## config.mk

```make
export PLATFORM = sky130hd
export DESIGN_NAME = debounce_bank
export DESIGN_NICKNAME = d
export VERILOG_FILES = /design/src/rtl/debounce_bank.sv
export SDC_FILE = /design/constraint.sdc
export NUM_CORES = 1
export LEC_CHECK = 0
export ABC_CLOCK_PERIOD_IN_PS = 4600
export CAP_MARGIN = 10
export CORE_ASPECT_RATIO = 1.1
export CORE_MARGIN = 8
export CORE_UTILIZATION = 47
export CTS_BUF_LIST = sky130_fd_sc_hd__clkbuf_4 sky130_fd_sc_hd__clkbuf_8
export DETAILED_ROUTE_END_ITERATION = 12
export PLACE_DENSITY_LB_ADDON = 0.12
export SKIP_CTS_REPAIR_TIMING = 1
export SYNTH_ARGS = -nofsm -noshare
export SYNTH_HDL_FRONTEND = slang
export SYNTH_SLANG_ARGS = --single-unit
```

## constraint.sdc

```tcl
create_clock -name i_Clk -period 4.6 [get_ports i_Clk]
set_input_delay 0.92 -clock i_Clk [delete_from_list [all_inputs] [get_ports i_Clk]]
set_output_delay 0.92 -clock i_Clk [all_outputs]
set_load 0.005 [all_outputs]
```

## src/rtl/debounce_bank.sv

```systemverilog
// debounce_bank: per-channel 2-flop sync + counter debounce with edge pulses; define DEBOUNCE_LONG_PRESS_EN for o_Hold
module debounce_bank #(
  parameter int   NUM_CH         = 4,
  parameter int   DEBOUNCE_LIMIT = 250000,
  parameter logic INIT_LEVEL     = 1'b0,
  parameter int   HOLD_LIMIT     = 25000000
) (
  input  logic              i_Clk,
  input  logic              i_Rst_L,
  input  logic [NUM_CH-1:0] i_Switch,
  output logic [NUM_CH-1:0] o_Level,
  output logic [NUM_CH-1:0] o_Rise,
  output logic [NUM_CH-1:0] o_Fall,
  output logic [NUM_CH-1:0] o_Hold
);
  localparam int CW = $clog2(DEBOUNCE_LIMIT + 1);
  localparam logic [CW-1:0] CNT_LAST = CW'(DEBOUNCE_LIMIT - 1);
  if (NUM_CH < 1 || NUM_CH > 32 || DEBOUNCE_LIMIT < 1 || HOLD_LIMIT < 1) begin : g_bad_params
    $error("debounce_bank: parameter out of range");
  end
  genvar i;
  for (i = 0; i < NUM_CH; i++) begin : g_ch
    logic          sync1, sync2, level, rise, fall;
    logic [CW-1:0] cnt;
    always_ff @(posedge i_Clk or negedge i_Rst_L) begin
      if (!i_Rst_L) begin
        sync1 <= INIT_LEVEL;
        sync2 <= INIT_LEVEL;
        level <= INIT_LEVEL;
        cnt   <= '0;
        rise  <= 1'b0;
        fall  <= 1'b0;
      end else begin
        sync1 <= i_Switch[i];
        sync2 <= sync1;
        rise  <= 1'b0;
        fall  <= 1'b0;
        if (sync2 == level) cnt <= '0;
        else if (cnt == CNT_LAST) begin
          level <= sync2;
          cnt   <= '0;
          rise  <= sync2;
          fall  <= ~sync2;
        end else cnt <= cnt + CW'(1);
      end
    end
    assign o_Level[i] = level;
    assign o_Rise[i]  = rise;
    assign o_Fall[i]  = fall;
`ifdef DEBOUNCE_LONG_PRESS_EN
    localparam int HW = $clog2(HOLD_LIMIT + 1);
    localparam logic [HW-1:0] HOLD_MAX = HW'(HOLD_LIMIT);
    logic [HW-1:0] hcnt;
    logic          hold;
    // hcnt saturates at HOLD_MAX so a single press yields a single pulse
    always_ff @(posedge i_Clk or negedge i_Rst_L) begin
      if (!i_Rst_L) begin
        hcnt <= '0;
        hold <= 1'b0;
      end else begin
        hold <= level && (hcnt == HOLD_MAX - HW'(1));
        hcnt <= !level ? '0 : (hcnt == HOLD_MAX ? hcnt : hcnt + HW'(1));
      end
    end
    assign o_Hold[i] = hold;
`else
    assign o_Hold[i] = 1'b0;
`endif
  end
endmodule

```

## Word-level counts from Yosys, hierarchy flattened

Cells that the tools add are included.

| word-level totals | value |
|---|---|
| logic and storage cells | 72 |
| input port bits | 6 |
| flip-flop bits (word level) | 92 |

| operators by class | value |
|---|---|
| mux-type cells | 24 |
| bitwise operators | 8 |
| add/sub/neg operators | 4 |
| reductions and logical operators | 4 |
| equal/unequal tests | 8 |

Operators with widths:

| cell | number |
|---|---|
| 18-bit two-way mux | 8 |
| 18-bit by 1-bit adder with 18-bit output, second input constant | 4 |
| 18-bit equality test, second input constant | 4 |
| 1-bit two-way mux | 16 |
| 1-bit inverter | 8 |
| 2-bit AND reduction | 4 |
| 1-bit equality test | 4 |

## Longest topological paths before layout

Gate-level depths: netlist of the first run.

| depth | value |
|---|---|
| depth after elaboration | 3 |
| gate-level depth with buffers | 6 |
| mapped depth without buffers | 5 |

## Least setup slack after synthesis of the first run

No wires, ideal clock.

| path | value |
|---|---|
| kind | register -> register |
| start | register g_ch[1].cnt[10] |
| end | register g_ch[1].level |
| cell stages (with the launch flop) | 4 |
| arrival time | 1.768 ns |
| setup time | 0.125 ns |
| setup slack | 2.707 ns |
| buffers on the path | 0 |
| cells stage by stage | dfrtp_1 > or4_4 > or4_4 > mux2_4 |

| on the way | value |
|---|---|
| word-level cells in the longest chain between the ends | 2 |

Ends and longest elaborated chain:

| element | line | RTL |
|---|---|---|
| from (decl) | 24 | `logic [CW-1:0] cnt;` |
| from (signal assigned) | 44 | `end else cnt <= cnt + CW'(1);` |
| 18-bit equality test | 39 | `else if (cnt == CNT_LAST) begin` |
| 2-bit AND reduction (no line) | n/a |  |
| to (signal assigned) | 40 | `level <= sync2;` |
| to (decl) | 23 | `logic sync1, sync2, level, rise, fall;` |

Every way passes these cells.
A chain may end at the register's enable or synchronous reset.

## Worst setup path in the final report of the first run

| path | value |
|---|---|
| start | register g_ch[2].level |
| end | output port o_Level[2] |

RTL lines:

| element | line | RTL |
|---|---|---|
| from (decl) | 23 |  |
| from (signal assigned) | 40 |  |
| to (decl) | 11 | `output logic [NUM_CH-1:0] o_Level,` |

No word-level cell between the ends.

==> impl_metrics.json, run 1 <==
{
  "status": "finished, final reports clean",
  "p_sw_frac": 0.2505,
  "ys_top_cells_by_count": "dfrtp_1 (92), nor2_1 (72), xnor2_1 (40)",
  "ys_seq_elements": 92,
  "critPathMaxStageDelay_ps": 540,
  "crit_path_top_delay_cell": "clkdlybuf4s50_1",
  "p_per_area_nw_per_um2": 293.5,
  "dp.cells": 538,
  "synth_area_leaders": "dfrtp_1 (52%), xnor2_1 (8.0%), nor2_1 (6.1%), xor2_1 (4.0%), nand4_1 (3.1%)",
  "fmax_mhz": 444.1,
  "ys_async_sr_fraction": 1.000,
  "grt_pass1_vias": 3029,
  "grt_pass1_wl_mm": 14.12,
  "cts-root-buf": "clkbuf_8",
  "crit_required_ps": 3680,
  "end_kind": "primary output",
  "ios": 22,
  "die_y_um": 117.5,
  "wl_per_cell_um": 14.51,
  "cts.reportedPaths.clkPinSlew_ps": 100,
  "cp_cell_sequence": "clkdlybuf4s50_1",
  "dr.pass1.iters": 4,
  "fin_skew_ps": 7.546,
  "cts.sinks": 92,
  "grt.total_usage": 0.1360,
  "cts_tree": "yes",
  "power_switching_mw": 0.3520,
  "seq_power_share": 0.592,
  "port_buffers": 17,
  "yosysMostFrequentCell": "dfrtp_1",
  "final_nets": 442,
  "synth_top_area_frac": 0.5230,
  "cts_buffers": 9,
  "synth_largest_area_cell": "dfrtp_1",
  "ir_worst_vdd_uv": 141.7,
  "synth_ff_type": "dfrtp_1",
  "rsz0062_at_grt": "false",
  "p_int_mw": 1.053,
  "drc": 0,
  "grt-ovfl-total": 0,
  "grt_max_degree": 49,
  "tightest_slew_ps": 893.2,
  "combPwrFrac": 0.036,
  "timing.hold.ws_ps": 363.0,
  "routabilityCongestion": 0.8090,
  "finalSetupViolCount": 0,
  "ys_seq_area_frac": 0.5230,
  "synth.cell_area_um2": 4402,
  "syn_inst": 419,
  "drt_iter0_markers": 96,
  "start_util": 0.4778,
  "crit_arrival_ps": 1330,
  "relSlewSlack": 0.4025,
  "syn_to_final_growth_pct": 8.755,
  "antenna_cells": 0,
  "avgSynthCellArea_um2": 10.51,
  "vias": 3045,
  "cpLargestDelayFamily": "buffers and inverters",
  "antenna_left": 0,
  "post-route-period-util": 0.4895,
  "finalHoldViolations": 0,
  "antenna_found_initial": 0,
  "max_cap_viol_count": 0,
  "clockPowerShare": 0.373,
  "worstSetupPathType": "flop to primary output",
  "min_period_ps": 2252,
  "wirelength_mm": 8.040,
  "dieArea_um2": 12720,
  "leakage_nw": 1.910,
  "setup_slack_ps": 2348,
  "core_region_area_um2": 9213,
  "tns_ps": 0,
  "path_buf_inv": 1,
  "worstSetupStartpointType": "flop",
  "fillers": 864,
  "num_rows": 37,
  "fin_cells": 554,
  "place_hpwl_mm": 5.306,
  "cts_max_path_buffers": 2,
  "clkLatencyLatePin_ps": 370,
  "synth_edf_count": 0,
  "cts_max_level": 3,
  "place_ws_ps": 2407,
  "die_w_um": 108.3,
  "viasPerCell": 5.496,
  "ys_types": 37,
  "drive_gt1_frac": 0.08467,
  "slew_viol_final": 0,
  "path_max_fanout": 5,
  "hold_path_class": "flop to flop",
  "yosysWarnings": 0
}
==> registers in the layout, indices dropped and copies added (netlist names) <==
name / count
g_ch.fall: 4
g_ch.cnt: 72
g_ch.sync2: 4
g_ch.level: 4
g_ch.sync1: 4
g_ch.rise: 4
==> path summary, 6_finish.rpt <==
path                                 from         endpoint  slack (ps)  depth (start not counted)
setup / recovery            g_ch[2].level       o_Level[2]        2350                          1
hold / removal              g_ch[1].sync1    g_ch[1].sync2         360                          0
setup reg to reg           g_ch[1].cnt[0]  g_ch[1].cnt[13]        2420                          4
hold reg to reg             g_ch[1].sync1    g_ch[1].sync2         360                          0
max in group asynchronous         i_Rst_L   g_ch[2].cnt[9]        3050                          2
min in group asynchronous         i_Rst_L  g_ch[3].cnt[16]         560                          1
==> layout make-up <==
class	count	area [um2]	share of cell area
clock inverter	6	47.55	0.009932
inverter	7	26.28	0.005489
clock buffer	10	137.6	0.02875
timing repair buffer	20	190.2	0.03973
multi-input combinational	302	1937	0.4046
sequential	92	2302	0.4809
tap	117	146.4	0.03058
==> per-stage QoR <==
stage | power (mW) | instance area, um2 | util
floorplan | 0.8728 | 4413 | -
global placement | 0.8986 | 4602 | 0.4995
detailed placement | 0.8996 | 4602 | 0.4995
CTS | 1.427 | 4787 | 0.5196
global route | 1.468 | 4787 | 0.5196
finish | 1.405 | 4787 | 0.5196
==> placed cells by master (no fill, tap or decap), drive strengths merged <==
master / count
ha: 4
and4: 6
nand3b: 1
or4b: 1
nand4: 22
clkinv: 3
nor4: 20
a31o: 1
nor4b: 1
and3: 5
nor3: 9
xnor2: 40
o31ai: 5
clkbuf: 10
buf: 4
o41ai: 4
mux2: 4
clkinvlp: 1
xor2: 20
or4: 11
and4bb: 1
or3: 3
inv: 9
nand3: 25
nand2: 24
clkdlybuf4s50: 16
nor2b: 1
a21oi: 8
nor3b: 8
conb: 4
nor2: 72
o21ai: 2
dfrtp: 92
==> per-layer routing <==
metal / wire (um) / up-vias / track usage
met5: 0 / - / 0
met4: 182 / 0 / 0.07626
met3: 331 / 12 / 0.03122
met2: 3639 / 48 / 0.2078
met1: 3887 / 1500 / 0.1722
li1: - / 1485 / -
==> logic make-up (layout without fill, tap and decap cells) <==
kind of cell / after synthesis / in the layout / share of synthesized area
AO/OA/AOI/OAI: 20 / 20 / 0.04179
XOR/XNOR: 60 / 60 / 0.1194
adder cells (fa/ha/maj): 4 / 4 / 0.01137
buffers and inverters: 28 / 43 / 0.03951
flip-flops: 92 / 92 / 0.5230
multiplexers: 4 / 4 / 0.01194
other: 1 / 4 / 0.0008519
AND/OR/NAND/NOR: 210 / 210 / 0.2521
==> power groups by stage <==
stage | clock network [mW] | logic (mW) | registers, mW
2_1_floorplan | 0 | 0.0275 | 0.845
3_3_place_gp | 0 | 0.0514 | 0.847
3_5_place_dp | 0 | 0.0521 | 0.847
4_1_cts | 0.543 | 0.0524 | 0.832
5_1_grt | 0.574 | 0.0590 | 0.834
6_report | 0.523 | 0.0500 | 0.832
Note: power is estimated with default switching activity, not from simulation.
==> run 2, diff against run 1 <==
--- a/config.mk
+++ b/config.mk
@@ -5,7 +5,7 @@
 export SDC_FILE = /design/constraint.sdc
 export NUM_CORES = 1
 export LEC_CHECK = 0
-export ABC_CLOCK_PERIOD_IN_PS = 4600
+export ABC_CLOCK_PERIOD_IN_PS = 2000
 export CAP_MARGIN = 10
 export CORE_ASPECT_RATIO = 1.1
 export CORE_MARGIN = 8
==> constraint.sdc (replaced) <==
create_clock -name i_Clk -period 2 [get_ports i_Clk]
set_input_delay 0.4 -clock i_Clk [delete_from_list [all_inputs] [get_ports i_Clk]]
set_output_delay 0.4 -clock i_Clk [all_outputs]
set_load 0.005 [all_outputs]
==> run 2 against run 1 <==
Sequential share of layout area is 2.3 points lower. Critical path type is now flop to flop. Power is 150% higher. Worst setup slack worse by 2200 ps. Sequential cell count stayed put. Combinational power grew to 2.6 times the previous value. Clock-buffer cell count is 2 higher. Die area stayed put. Core utilization is 2.6 points higher. Final cell count is 4.2% higher. Clock skew hardly changed. Highest routed layer unchanged. Worst hold slack worse by 11 ps. Via count is 2.1% higher.
==> impl_metrics.json, run 2 (synthesized netlist as in run 1, its figures left out) <==
{
  "cts-root-buf": "clkbuf_8",
  "cts.sinks": 92,
  "cp_cell_sequence": "or4_4, or4_4, mux2_4",
  "finalHoldViolations": 0,
  "crit_required_ps": 2250,
  "timing.critical_path.mode_cell": "or4_4",
  "clkLatencyLatePin_ps": 350,
  "die_w_um": 108.3,
  "fin_skew_ps": 7.174,
  "max_cap_viol_count": 0,
  "worstSetupStartpointType": "flop",
  "critPathMaxStageDelay_ps": 540,
  "status": "finished, final reports clean",
  "core_region_area_um2": 9213,
  "ir_worst_vdd_uv": 359.0,
  "grt_max_degree": 55,
  "crit_arrival_ps": 2150,
  "drt_iter0_markers": 97,
  "final_cell_mix": "dfrtp_1 (92), nor2_1 (72), xnor2_1 (40), buf_4 (26)",
  "hold_path_class": "flop to flop",
  "place_hpwl_mm": 5.596,
  "wl_per_cell_um": 13.94,
  "cts_max_level": 3,
  "routabilityCongestion": 0.8510,
  "viasPerCell": 5.390,
  "min_period_ps": 1901,
  "drc": 0,
  "drive_gt1_frac": 0.1283,
  "fmax_mhz": 526.1,
  "vias": 3110,
  "antenna_cells": 0,
  "antenna_left": 0,
  "slew_viol_final": 0,
  "cts.reportedPaths.clkPinSlew_ps": 90,
  "top_register": "g_ch.cnt",
  "die_y_um": 117.5,
  "cts_max_path_buffers": 2,
  "dieArea_um2": 12720,
  "wirelength_met1_mm": 3.820,
  "post-route-period-util": 0.9503,
  "layout_commonest_cell": "dfrtp_1",
  "port_buffers": 17,
  "largest_reg_flops": 72,
  "start_util": 0.4778,
  "grt.total_usage": 0.1393,
  "final_nets": 466,
  "grt_pass1_vias": 3191,
  "path_buf_inv": 0,
  "leakage_nw": 2.055,
  "grt-ovfl-total": 0,
  "wl_met2_mm": 3.739,
  "rsz0062_at_grt": "false",
  "crit_path_top_delay_cell": "or4_4",
  "stdcell_area_um2": 5031,
  "end_kind": "flop",
  "dr.pass1.iters": 4,
  "wirelength_mm": 8.044,
  "syn_to_final_growth_pct": 14.30,
  "finalSetupViolCount": 0,
  "tns_ps": 0,
  "worstSetupPathType": "flop to flop",
  "cts_buffers": 9,
  "ios": 22,
  "antenna_found_initial": 0,
  "top_layer_used": "met4",
  "path_max_fanout": 4,
  "grt_pass1_wl_mm": 14.57,
  "cpLargestDelayFamily": "simple AND/OR/NAND/NOR gates",
  "placed_cell_area_um2": 4787,
  "cts_tree": "yes",
  "num_rows": 37,
  "finalCoreUtilization": 0.5461,
  "wl_met3_um": 343,
  "p_per_area_nw_per_um2": 691.6
}
run 2: cell types whose count changed in the layout (fill, tap and decap cells not counted):
cell           before  now
clkinv_2            1    0
clkbuf_8           10   12
clkinvlp_4          1    0
bufinv_16           0    2
buf_4               4   26
inv_6               2    0
buf_12              0    1
clkinv_4            2    1
dlygate4sd3_1       0    1
run 2: final timing paths:
path | from | slack, ps | cells after the start | to
max | g_ch[1].cnt[11] | 100 | 3 | g_ch[1].level
min | g_ch[2].sync1 | 350 | 0 | g_ch[2].sync2
max reg2reg | g_ch[1].cnt[11] | 100 | 3 | g_ch[1].level
min reg2reg | g_ch[2].sync1 | 350 | 0 | g_ch[2].sync2
max in group asynchronous | i_Rst_L | 960 | 3 | g_ch[2].cnt[5]
min in group asynchronous | i_Rst_L | 460 | 2 | g_ch[3].cnt[16]
run 2: area by class of cell:
type | count | area [um2]
fillers | 772 | 4182
flip-flops and latches | 92 | 2302
multi-input cells | 302 | 1937
repair buffers | 44 | 385.4
clock buffers | 12 | 165.2
well taps | 117 | 146.4
clock inverters | 3 | 68.82
inverters | 7 | 26.28
run 2: routing by layer:
layer | up-vias | GRT usage
met5 | - | 0
met4 | 0 | 0.05570
met3 | 10 | 0.04710
met2 | 52 | 0.2089
met1 | 1510 | 0.1793
li1 | 1538 | -
run 2: where the power goes:
part	internal, mW	total [mW]	switching (mW)
Combinational	0.0495	0.129	0.0791
Sequential	1.89	1.91	0.0260
Clock	0.803	1.44	0.636
Total	2.74	3.48	0.741
run 2: metrics by stage:
stage / power (mW) / instances / hold WS, ps / setup slack (ps)
6_report: 3.479 / 577 / 352.4 / 99.38
5_1_grt: 3.623 / 577 / 359.1 / 48.15
3_5_place_dp: 2.080 / 561 / 313.4 / 105.8
2_1_floorplan: 2.008 / 422 / 104.4 / 107.2
3_3_place_gp: 2.081 / 561 / 313.5 / 118.7
4_1_cts: 3.534 / 576 / -90.97 / 98.06
run 2: worst register-to-register path: stages, from the launching register on:
cell,delay (ps)
dfrtp_1,420
or4_4,540
or4_4,520
mux2_4,310
==> run 3, diff against run 2 <==
--- a/config.mk
+++ b/config.mk
@@ -12,8 +12,10 @@
 export CORE_UTILIZATION = 47
 export CTS_BUF_LIST = sky130_fd_sc_hd__clkbuf_4 sky130_fd_sc_hd__clkbuf_8
 export DETAILED_ROUTE_END_ITERATION = 12
+export GPL_ROUTABILITY_DRIVEN = 1
 export PLACE_DENSITY_LB_ADDON = 0.12
 export SKIP_CTS_REPAIR_TIMING = 1
+export SKIP_LAST_GASP = 1
 export SYNTH_ARGS = -nofsm -noshare
 export SYNTH_HDL_FRONTEND = slang
 export SYNTH_SLANG_ARGS = --single-unit
==> results of run 3 <==
No change in the layout: final DEF, timing and power equal those of run 2.
